===== config.mk =====
export PLATFORM = sky130hd
export DESIGN_NAME = mem_port_arbiter
export DESIGN_NICKNAME = d
export VERILOG_FILES = /design/src/rtl/mem_port_arbiter.sv
export SDC_FILE = /design/constraint.sdc
export NUM_CORES = 1
export LEC_CHECK = 0
export CAP_MARGIN = 15
export CELL_PAD_IN_SITES_DETAIL_PLACEMENT = 1
export CELL_PAD_IN_SITES_GLOBAL_PLACEMENT = 2
export CORE_MARGIN = 2
export CORE_UTILIZATION = 26
export DETAILED_ROUTE_END_ITERATION = 10
export GPL_ROUTABILITY_DRIVEN = 0
export GPL_TIMING_DRIVEN = 0
export PLACE_DENSITY_LB_ADDON = 0.1
export SYNTH_ARGS = -nofsm -noshare
export SYNTH_HDL_FRONTEND = slang
export SYNTH_SLANG_ARGS = --single-unit

===== constraint.sdc =====
create_clock -name CLK -period 2.4 [get_ports CLK]
set_input_delay 0.6 -clock CLK [delete_from_list [all_inputs] [get_ports CLK]]
set_output_delay 0.6 -clock CLK [all_outputs]
set_load 0.01 [all_outputs]

===== src/rtl/mem_port_arbiter.sv =====
// rtl/mem_port_arbiter.sv - shared memory port arbiter between fetch and load-store paths
module mem_port_arbiter #(
    parameter int ADDR_W      = 20,
    parameter int DATA_W      = 32,
    parameter int MAX_D_BURST = 4
) (
    input  logic              CLK,
    input  logic              resetn,
    input  logic              i_req,
    input  logic [ADDR_W-1:0] i_addr,
    input  logic              i_flush,
    output logic              i_gnt,
    output logic              i_rvalid,
    output logic [DATA_W-1:0] i_rdata,
    input  logic              d_req,
    input  logic              d_we,
    input  logic [ADDR_W-1:0] d_addr,
    input  logic [DATA_W-1:0] d_wdata,
    input  logic [3:0]        d_wstrb,
    output logic              d_gnt,
    output logic              d_rvalid,
    output logic [DATA_W-1:0] d_rdata,
    output logic              m_req,
    output logic              m_we,
    output logic [ADDR_W-1:0] m_addr,
    output logic [DATA_W-1:0] m_wdata,
    output logic [3:0]        m_wstrb,
    input  logic              m_ready,
    input  logic              m_rvalid,
    input  logic [DATA_W-1:0] m_rdata
);
    localparam int SW = $clog2(MAX_D_BURST + 1);

    typedef enum logic [1:0] {IDLE, REQ, WAIT} state_t;

    state_t        state;
    state_t        state_nxt;
    logic          owner_i;
    logic          drop;
    logic [SW-1:0] d_streak;
    logic          grant_i;
    logic          grant_d;
    logic          complete;
    logic          flush_hit;
    logic          suppress;

    always_ff @(posedge CLK or negedge resetn) begin
        if (!resetn) state <= IDLE;
        else         state <= state_nxt;
    end

    always_comb begin
        state_nxt = state;
        grant_i   = 1'b0;
        grant_d   = 1'b0;
        complete  = 1'b0;
        case (state)
            IDLE: begin
                // Fetch only overrides data once the data streak has saturated
                if (i_req && (!d_req || d_streak == SW'(MAX_D_BURST))) begin
                    grant_i   = 1'b1;
                    state_nxt = REQ;
                end else if (d_req) begin
                    grant_d   = 1'b1;
                    state_nxt = REQ;
                end
            end
            REQ: begin
                if (m_ready) begin
                    if (m_rvalid) begin
                        complete  = 1'b1;
                        state_nxt = IDLE;
                    end else begin
                        state_nxt = WAIT;
                    end
                end
            end
            WAIT: begin
                if (m_rvalid) begin
                    complete  = 1'b1;
                    state_nxt = IDLE;
                end
            end
            default: state_nxt = IDLE;
        endcase
        flush_hit = i_flush && owner_i && (state != IDLE);
        suppress  = drop || flush_hit;
    end

    always_ff @(posedge CLK or negedge resetn) begin
        if (!resetn) begin
            owner_i  <= 1'b0;
            drop     <= 1'b0;
            d_streak <= '0;
            m_req    <= 1'b0;
            m_we     <= 1'b0;
            m_addr   <= '0;
            m_wdata  <= '0;
            m_wstrb  <= '0;
            i_gnt    <= 1'b0;
            d_gnt    <= 1'b0;
            i_rvalid <= 1'b0;
            d_rvalid <= 1'b0;
            i_rdata  <= '0;
            d_rdata  <= '0;
        end else begin
            i_gnt    <= grant_i;
            d_gnt    <= grant_d;
            i_rvalid <= 1'b0;
            d_rvalid <= 1'b0;

            if (grant_i) begin
                owner_i  <= 1'b1;
                d_streak <= '0;
                m_req    <= 1'b1;
                m_we     <= 1'b0;
                m_addr   <= i_addr;
                m_wdata  <= '0;
                m_wstrb  <= '0;
            end else if (grant_d) begin
                owner_i  <= 1'b0;
                if (d_streak != SW'(MAX_D_BURST)) d_streak <= d_streak + SW'(1);
                m_req    <= 1'b1;
                m_we     <= d_we;
                m_addr   <= d_addr;
                m_wdata  <= d_wdata;
                m_wstrb  <= d_wstrb;
            end else if (state == REQ && m_ready) begin
                m_req <= 1'b0;
            end

            // A squashed fetch still runs to completion on the memory side
            if (complete) begin
                drop <= 1'b0;
                if (owner_i) begin
                    if (!suppress) begin
                        i_rvalid <= 1'b1;
                        i_rdata  <= m_rdata;
                    end
                end else begin
                    d_rvalid <= 1'b1;
                    d_rdata  <= m_rdata;
                end
            end else if (flush_hit) begin
                drop <= 1'b1;
            end
        end
    end
endmodule


==> flow_summary.ini, run 1 <==
[placement]
detailedPlacementHpwl_mm = 11.9
numPortBuffers = 241
dpl_cell_area_um2 = 7980
place.detailed.instances = 877

[clock_network]
root_buffer = clkbuf_16
postCtsSetupRepairBufs = 0
post_cts_hold_buffer_count = 0
clkSinkCount = 133
cts.path.max_buffers = 2
cts_buffers = 17
maximum_level_of_the_cts_h_tree = 4
clk-insertion-delay-late_ns = 0.42
cts.reportedPaths.clkPinSlew_ns = 0.06
tritoncts = done
post_cts.resized_instances = 0

[floorplan]
fp-row-count = 51
die_y_um = 145
fp.coreArea_um2 = 19500
initial_utilization_pct = 26.7
io-pin-count = 242
fp.dieArea_um2 = 21200
floorplan.die.width_um = 145

[power]
power.total_uw = 11000
switching_share_pct = 32.4
leakagePower_uw = 0.00361
pwr-share-comb_pct = 42.9
cellPowerDensity_nw_per_um2 = 1290
power_frac_seq_pct = 34.4
switching_power_uw = 3580
max-vdd-ir-drop_mv = 0.536
clock_power_share_pct = 22.7
power.internal_uw = 7460

[logic_synthesis]
yosysSeqAreaShare_pct = 63.9
syn_area_um2 = 5200
yosys_register_bits = 133
yosysMostFrequentCell = dfrtp_1
post_synth_num_cell_types = 33
dominantRegCellSynth = dfrtp_1
synth_top_area_share_pct = 63.9
avgSynthCellArea_um2 = 14.1
synth-warning-count = 0
ys_async_sr_fraction_pct = 100
most_area_consuming_cells_after_synthesis = dfrtp_1, mux2_2, a22o_1
synth_top_cell_by_area = dfrtp_1
synth.cells.most_frequent = dfrtp_1, mux2_2, a22o_1
synth-edff-count = 0
syn-instance-count = 370
synth_nets = 491

[finish]
fin_area_um2 = 8550
flow.area_growth_from_synthesis_pct = 64.3
finalNonFillerCells = 910
drive_above_1_share_pct = 17.5
num-nets-final = 752
fillers = 2059

[drt]
detailedRoute.firstIterationViolations = 114
vias = 4104
wl_mm = 16.1
avgViaCountPerCell = 4.51
drc = 0
antenna_violating_nets_post_route = 0
per_cell_routed_wire_length_um = 17.7
drt_pre_antenna_iters = 4

[worst_setup_path]
critical_path.startpoint_type = register
worstRegToRegCells = 6
critical_path_buf_inv_count = 2
timing.rr.end = i_rdata[15]
crit_fanout = 10
required_time_of_the_critical_path_ns = 2.70
worstPathCellList = inv_1 > ha_1 > nand2_1 > nor4_4 > buf_6 > mux2_2
origin_of_the_critical_flop_to_flop_path = state[1]
critical_path_arrival_ns = 2.45
critical-path-top-delay-family = simple AND/OR/NAND/NOR gates
critical_path_s_largest_stage_delay_ns = 0.58
critPathKind = register to register
rrSetupSlack_ns = 0.25
crit_path_end_kind = register
cpMaxStageDelayCell = nor4_4

[timing]
period_minus_slack_ns = 2.15
setup_violations = 0
max_slew_margin_pct = 63.2
post-route-period-util_pct = 89.6
grt_setup_unrepaired = false
slew_violations = 0
clock-skew-final_ns = 0.0134
tightest_slew_ns = 0.548
timing.hold.ws_ns = 0.113
fmax_mhz = 465
finalHoldViolCount = 0

[global_route]
grt-busiest-layer = met2
grt_util_met1_pct = 19.3
groute.usage.overall_pct = 15.6
congestion_overflow_gr = 0
grt_pass1_wl_mm = 25.8
grt_pass1_vias = 4527
globalRouteMet3Util_pct = 5.92
grt.met2_usage_pct = 25.2
grt_start_max_net_pins = 89
antenna_found_initial = 1

[run]
cap_violations = 0

[min_path]
min_path_type = input port to async pin

[outcome]
status = finished, final reports clean
## area by class of cell
cell class | instances | area (um2) | share of cell area, %
Sequential cell | 133 | 3330 | 38.9
Multi-Input combinational cell | 207 | 1720 | 20.1
Antenna cell | 1 | 2.50 | 0.0293
Tap cell | 265 | 332 | 3.88
Timing Repair Buffer | 242 | 2440 | 28.6
Clock buffer | 20 | 447 | 5.22
Buffer | 25 | 138 | 1.61
Inverter | 5 | 18.8 | 0.220
Clock inverter | 12 | 123 | 1.43
## kinds of logic (layout without fill, tap and decap cells)
family                   Yosys count  in the layout  synth area share [%]
adder cells (fa/ha/maj)            5              5                  1.20
buffers and inverters             30            304                  3.00
other                              0              1                     0
multiplexers                      65             65                  14.0
AO/OA/AOI/OAI                     72             72                  11.6
AND/OR/NAND/NOR                   65             65                  6.20
flip-flops                       133            133                  63.9
## worst max path at each step
stage          startpoint          end  slack, ns  cells past startpoint
3_5_place_dp     m_rvalid  i_rdata[15]      -0.16                      5
3_3_place_gp       resetn  m_wdata[13]      -4.87                      1
2_1_floorplan    state[1]  i_rdata[10]       0.51                      6
6_report         state[1]  i_rdata[15]       0.25                      6
4_1_cts          state[1]  i_rdata[15]       0.21                      6
5_1_grt          state[1]  d_rdata[19]       0.11                      6
## layer usage
| metal | up-vias | part of all wire, % |
|---|---|---|
| met5 | - | 0 |
| met4 | 0 | 1.8 |
| met3 | 20 | 6.8 |
| met2 | 149 | 48 |
| met1 | 2055 | 44 |
| li1 | 1880 | - |
## power groups by stage
stage | logic (uW) | clock network [uW] | registers (uW)
after floorplan | 1610 | 0 | 4240
after global placement | 4730 | 0 | 3790
after detailed placement | 4810 | 0 | 3840
after CTS | 4830 | 2590 | 3810
after global routing | 5090 | 2710 | 3940
final | 4730 | 2510 | 3800
## layout by cell type, fill, tap and decap left out, types with 2 or more instances in the layout
cell type,count
a21o_1,2
a21oi_1,2
a22o_1,37
buf_2,8
buf_4,3
buf_6,4
clkbuf_1,13
clkbuf_16,17
clkdlybuf4s50_1,240
clkinv_4,4
clkinvlp_4,2
dfrtp_1,133
ha_1,5
inv_1,5
inv_6,3
mux2_2,63
nand2_1,8
nand2b_1,2
nand3_1,2
nor2_1,24
nor2b_1,3
nor3_1,21
o21ai_0,4
o32ai_1,20
## stage by stage
step | TNS, ns | setup slack (ns) | utilization [%]
after floorplan | 0 | 0.509 | -
after detailed placement | -8.27 | -0.165 | 40.9
after global routing | 0 | 0.113 | 43.8
after global placement | -654.05 | -4.87 | 40.7
after CTS | 0 | 0.209 | 43.8
final | 0 | 0.250 | 43.8
## registers in the layout (all words and copies together), names as in the netlist, 2 cells and up
name,flops
d_rdata,32
d_streak,3
i_rdata,32
m_addr,20
m_wdata,32
m_wstrb,4
state,2
No activity file was read; power rests on OpenSTA's default activity.
==> run 2, diff against run 1 <==
--- a/config.mk
+++ b/config.mk
@@ -13,6 +13,7 @@
 export DETAILED_ROUTE_END_ITERATION = 10
 export GPL_ROUTABILITY_DRIVEN = 0
 export GPL_TIMING_DRIVEN = 0
+export MAX_ROUTING_LAYER = met4
 export PLACE_DENSITY_LB_ADDON = 0.1
 export SYNTH_ARGS = -nofsm -noshare
 export SYNTH_HDL_FRONTEND = slang
==> run 2 against run 1 <==
Against the previous run: die area is the same; clock power is essentially flat; utilization is the same; critical path depth is the same; register-to-register slack is essentially flat; design area is the same; largest power group unchanged; largest cell class unchanged; setup slack lost 0.0049 ns; total power is essentially flat; sequential share of layout area is the same; clock skew is essentially flat; hold slack gained 0.0011 ns.
==> flow_summary.ini, run 2 (synthesis results as in run 1) <==
[finish]
fillers = 2059
flow.area_growth_from_synthesis_pct = 64.3
commonest_cells_after_routing_fill_and_taps_aside = clkdlybuf4s50_1, dfrtp_1, mux2_2, a22o_1, nor2_1
multiInputGateArea_um2 = 1720
reg.largest.list = d_rdata (32), i_rdata (32), m_wdata (32)
final_common_cell = clkdlybuf4s50_1
drive_above_1_share_pct = 17.5
ff_latch_area_um2 = 3330
num-nets-final = 752

[placement]
detailedPlacementHpwl_mm = 11.9
numPortBuffers = 241
place_worst_setup_slack_ns = -0.165

[worst_setup_path]
worst_setup_path_startpoint = state[1]
critPathKind = register to register
critical_path_arrival_ns = 2.45
worstRegToRegCells = 6
origin_of_the_critical_flop_to_flop_path = state[1]
critical_path.startpoint_type = register
timing.rr.end = i_rdata[15]
crit_path_end_kind = register
crit_fanout = 10
required_time_of_the_critical_path_ns = 2.70
rrSetupSlack_ns = 0.24

[timing]
grt_setup_unrepaired = false
post-route-period-util_pct = 89.8
setup_violations = 0
slew_violations = 0
max_slew_margin_pct = 63.0
period_minus_slack_ns = 2.16
finalHoldViolCount = 0
clock-skew-final_ns = 0.0131
fmax_mhz = 464
tightest_slew_ns = 0.550
layout_setup_ws_ns = 0.245

[min_path]
min_path_type = input port to async pin

[power]
cellPowerDensity_nw_per_um2 = 1290
leakagePower_uw = 0.00361
max-vdd-ir-drop_mv = 0.536
power.total_uw = 11000

[floorplan]
die_y_um = 145
fp.coreArea_um2 = 19500
io-pin-count = 242
fp.dieArea_um2 = 21200
floorplan.die.width_um = 145
fp-row-count = 51
initial_utilization_pct = 26.7

[drt]
per_cell_routed_wire_length_um = 17.7
vias = 4160
detailedRoute.firstIterationViolations = 126
drt_pre_antenna_iters = 4
avgViaCountPerCell = 4.57
antenna_violating_nets_post_route = 0
drc = 0
wl_mm = 16.1

[global_route]
grt_util_met1_pct = 19.9
grt_pass1_vias = 4544
globalRouteMet3Util_pct = 4.92
grt-busiest-layer = met2
grt_start_max_net_pins = 89
grt_pass1_wl_mm = 25.8
antenna_found_initial = 1
groute.usage.overall_pct = 16.1
grt.met2_usage_pct = 25.1
congestion_overflow_gr = 0

[clock_network]
root_buffer = clkbuf_16
clkSinkCount = 133
tritoncts = done
cts_buffers = 17
postCtsSetupRepairBufs = 0
post_cts_hold_buffer_count = 0
post_cts.resized_instances = 0
cts.reportedPaths.clkPinSlew_ns = 0.06
maximum_level_of_the_cts_h_tree = 4
cts.path.max_buffers = 2
clk-insertion-delay-late_ns = 0.42

[run]
cap_violations = 0

[outcome]
status = finished, final reports clean
## run 2: cell counts in the layout (fill, tap and decap cells not counted)
No cell type changed its count.
## run 2: final cells by class
class | count | share of cell area (%)
Inverter | 5 | 0.220
Timing Repair Buffer | 242 | 28.6
Clock inverter | 12 | 1.43
Clock buffer | 20 | 5.22
Buffer | 25 | 1.61
Antenna cell | 1 | 0.0293
Tap cell | 265 | 3.88
Multi-Input combinational cell | 207 | 20.1
Sequential cell | 133 | 38.9
## run 2: stage by stage
step	hold WS, ns	cells	utilization, %	cell area, um2	TNS [ns]
6_report	0.114	910	43.8	8550	0
5_1_grt	0.122	910	43.8	8550	0
4_1_cts	0.116	909	43.8	8550	0
3_5_place_dp	0.470	877	40.9	7980	-8.27
3_3_place_gp	0.464	876	40.7	7950	-654.05
2_1_floorplan	0.304	370	-	5200	0
## run 2: report_power, final
group	internal [uW]	leakage, uW	switching [uW]	total, uW
Combinational	2730	0.00167	2010	4740
Sequential	3260	0.00166	542	3800
Clock	1470	0.000274	1030	2510
## run 2: routing by layer
layer,up-vias,part of all wire [%]
met5,-,0
met1,2098,45
met4,0,1.8
li1,1889,-
met2,153,48
met3,20,5.6
## run 2: worst max path at each step
| stage | slack (ns) | end | depth (start not counted) |
|---|---|---|---|
| floorplan | 0.51 | i_rdata[10] | 6 |
| global placement | -4.87 | m_wdata[13] | 1 |
| detailed placement | -0.16 | i_rdata[15] | 5 |
| CTS | 0.21 | i_rdata[15] | 6 |
| global route | 0.11 | d_rdata[19] | 6 |
| finish | 0.24 | i_rdata[15] | 6 |
## run 2: worst max-delay path, cell delays in order (launching register included)
cell and delay (ns):
dfrtp_1 0.39, inv_1 0.08, ha_1 0.28, nand2_1 0.13
nor4_4 0.58, buf_6 0.24, mux2_2 0.35
==> run 3, diff against run 2 <==
--- a/config.mk
+++ b/config.mk
@@ -12,9 +12,9 @@
 export CORE_UTILIZATION = 26
 export DETAILED_ROUTE_END_ITERATION = 10
 export GPL_ROUTABILITY_DRIVEN = 0
-export GPL_TIMING_DRIVEN = 0
 export MAX_ROUTING_LAYER = met4
 export PLACE_DENSITY_LB_ADDON = 0.1
+export SLEW_MARGIN = 0
 export SYNTH_ARGS = -nofsm -noshare
 export SYNTH_HDL_FRONTEND = slang
 export SYNTH_SLANG_ARGS = --single-unit
==> run 3 against run 2 <==
Against the previous run: clock power increased by 14%; combinational power is 1% higher; sequential power hardly changed; clock skew decreased by 0.00079 ns; hold slack worse by 0.0024 ns; total power increased by 3.8%; largest power group unchanged.
==> flow_summary.ini, run 3 (synthesis results as in run 1) <==
[outcome]
status = finished, final reports clean

[timing]
post-route-period-util_pct = 83.2
totalNegativeSetupSlack_ns = 0
setup_violations = 0
grt_setup_unrepaired = false
clock-skew-final_ns = 0.0123
max_slew_margin_pct = 45.6
fmax_mhz = 501
layout_setup_ws_ns = 0.403
tightest_slew_ns = 0.816
finalHoldViolCount = 0
slew_violations = 0
period_minus_slack_ns = 2.00

[floorplan]
initial_utilization_pct = 26.7
io-pin-count = 242
fp.coreArea_um2 = 19500
fp.dieArea_um2 = 21200
fp-row-count = 51
die_y_um = 145
floorplan.die.width_um = 145

[power]
cellPowerDensity_nw_per_um2 = 1320
max-vdd-ir-drop_mv = 0.607
power.total_uw = 11500
leakagePower_uw = 0.00365

[placement]
place_worst_setup_slack_ns = -0.0327
numPortBuffers = 241
detailedPlacementHpwl_mm = 11.6
dpl_cell_area_um2 = 8010

[worst_setup_path]
crit_path_end_kind = register
critical_path.startpoint_type = register
worst_setup_path_startpoint = state[1]
crit_fanout = 33
required_time_of_the_critical_path_ns = 2.69
timing.rr.end = i_rdata[12]
critical_path_arrival_ns = 2.29
worst_setup_path_endpoint = i_rdata[12]
worstRegToRegCells = 6
critical_path_s_largest_stage_delay_ns = 0.39
origin_of_the_critical_flop_to_flop_path = state[1]
critPathKind = register to register
rrSetupSlack_ns = 0.40
worstPathCellList = inv_1 > ha_1 > nand2_1 > nor4_4 > buf_12 > mux2_2
cpMaxStageDelayCell = dfrtp_1

[clock_network]
maximum_level_of_the_cts_h_tree = 4
cts.path.max_buffers = 2
post_cts.resized_instances = 0
post_cts_hold_buffer_count = 0
cts.reportedPaths.clkPinSlew_ns = 0.06
tritoncts = done
postCtsSetupRepairBufs = 0
clkSinkCount = 133
cts_buffers = 17
clk-insertion-delay-late_ns = 0.42
root_buffer = clkbuf_16

[global_route]
grt_start_max_net_pins = 49
groute.usage.overall_pct = 16.1
grt_util_met1_pct = 19.2
antenna_found_initial = 0
congestion_overflow_gr = 0
grt_pass1_wl_mm = 25.8
globalRouteMet3Util_pct = 5.11
grt.met2_usage_pct = 25.9
grt-busiest-layer = met2
grt_pass1_vias = 4573

[finish]
num_antenna_cells = 0
commonest_cells_after_routing_fill_and_taps_aside = clkdlybuf4s50_1, dfrtp_1, mux2_2, a22o_1, nor2_1
fin_area_um2 = 8660
reg.largest.list = d_rdata (32), i_rdata (32), m_wdata (32)
num-nets-final = 739
flow.area_growth_from_synthesis_pct = 66.5
drive_above_1_share_pct = 18.1
final_common_cell = clkdlybuf4s50_1

[min_path]
min_path_type = input port to async pin

[drt]
vias = 4066
avgViaCountPerCell = 4.54
drc = 0
antenna_violating_nets_post_route = 0
drt_pre_antenna_iters = 5
per_cell_routed_wire_length_um = 18.0
detailedRoute.firstIterationViolations = 140
wl_mm = 16.1

[run]
cap_violations = 0
[run 3: changes by cell type in the layout (fill, tap and decap cells not counted), sizes merged]
cell and change:
buf -2, bufinv +4, clkbuf -13, clkinv +2
clkinvlp -2, diode -1, inv -2
[run 3: power by group]
part	internal [uW]	total, uW	switching, uW
clock network	1860	2870	1010
logic	2780	4790	2010
registers	3260	3810	550
total	7900	11500	3570
[run 3: cell type report]
| type | count | area [um2] |
|---|---|---|
| clock buffers | 18 | 429 |
| well taps | 265 | 332 |
| inverters | 5 | 18.8 |
| multi-input cells | 207 | 1730 |
| flip-flops and latches | 133 | 3330 |
| fillers | 2045 | 10900 |
| clock inverters | 14 | 225 |
| repair buffers | 254 | 2600 |
[run 3: worst min-delay path by stage]
| stage | cells after the start | start | end | slack (ns) |
|---|---|---|---|---|
| after floorplan | 0 | resetn | d_gnt | 0.30 |
| after global placement | 2 | m_req | m_req | 0.47 |
| after detailed placement | 2 | m_req | m_req | 0.47 |
| after CTS | 1 | resetn | i_rdata[24] | 0.12 |
| after global routing | 1 | resetn | i_rdata[24] | 0.13 |
| final | 1 | resetn | i_rdata[24] | 0.11 |
[run 3: critical path: cells and delay by family (launching register included)]
kind,cells,cell delay [ns]
adder cells (fa/ha/maj),1,0.28
buffers and inverters,2,0.34
flip-flops,1,0.39
multiplexers,1,0.37
AND/OR/NAND/NOR,2,0.50
[run 3: stage by stage]
step                cells  hold WS, ns  utilization, %
floorplan             370        0.304               -
global placement      864        0.466            41.0
detailed placement    864        0.474            41.0
CTS                   896        0.117            44.4
global route          896        0.128            44.4
finish                896        0.111            44.4
[run 3: routing by layer]
| metal | wire length [um] | share of wire, % |
|---|---|---|
| met1 | 7080 | 44 |
| met2 | 7840 | 49 |
| met3 | 967 | 6.0 |
| met4 | 261 | 1.6 |
| met5 | 0 | 0 |
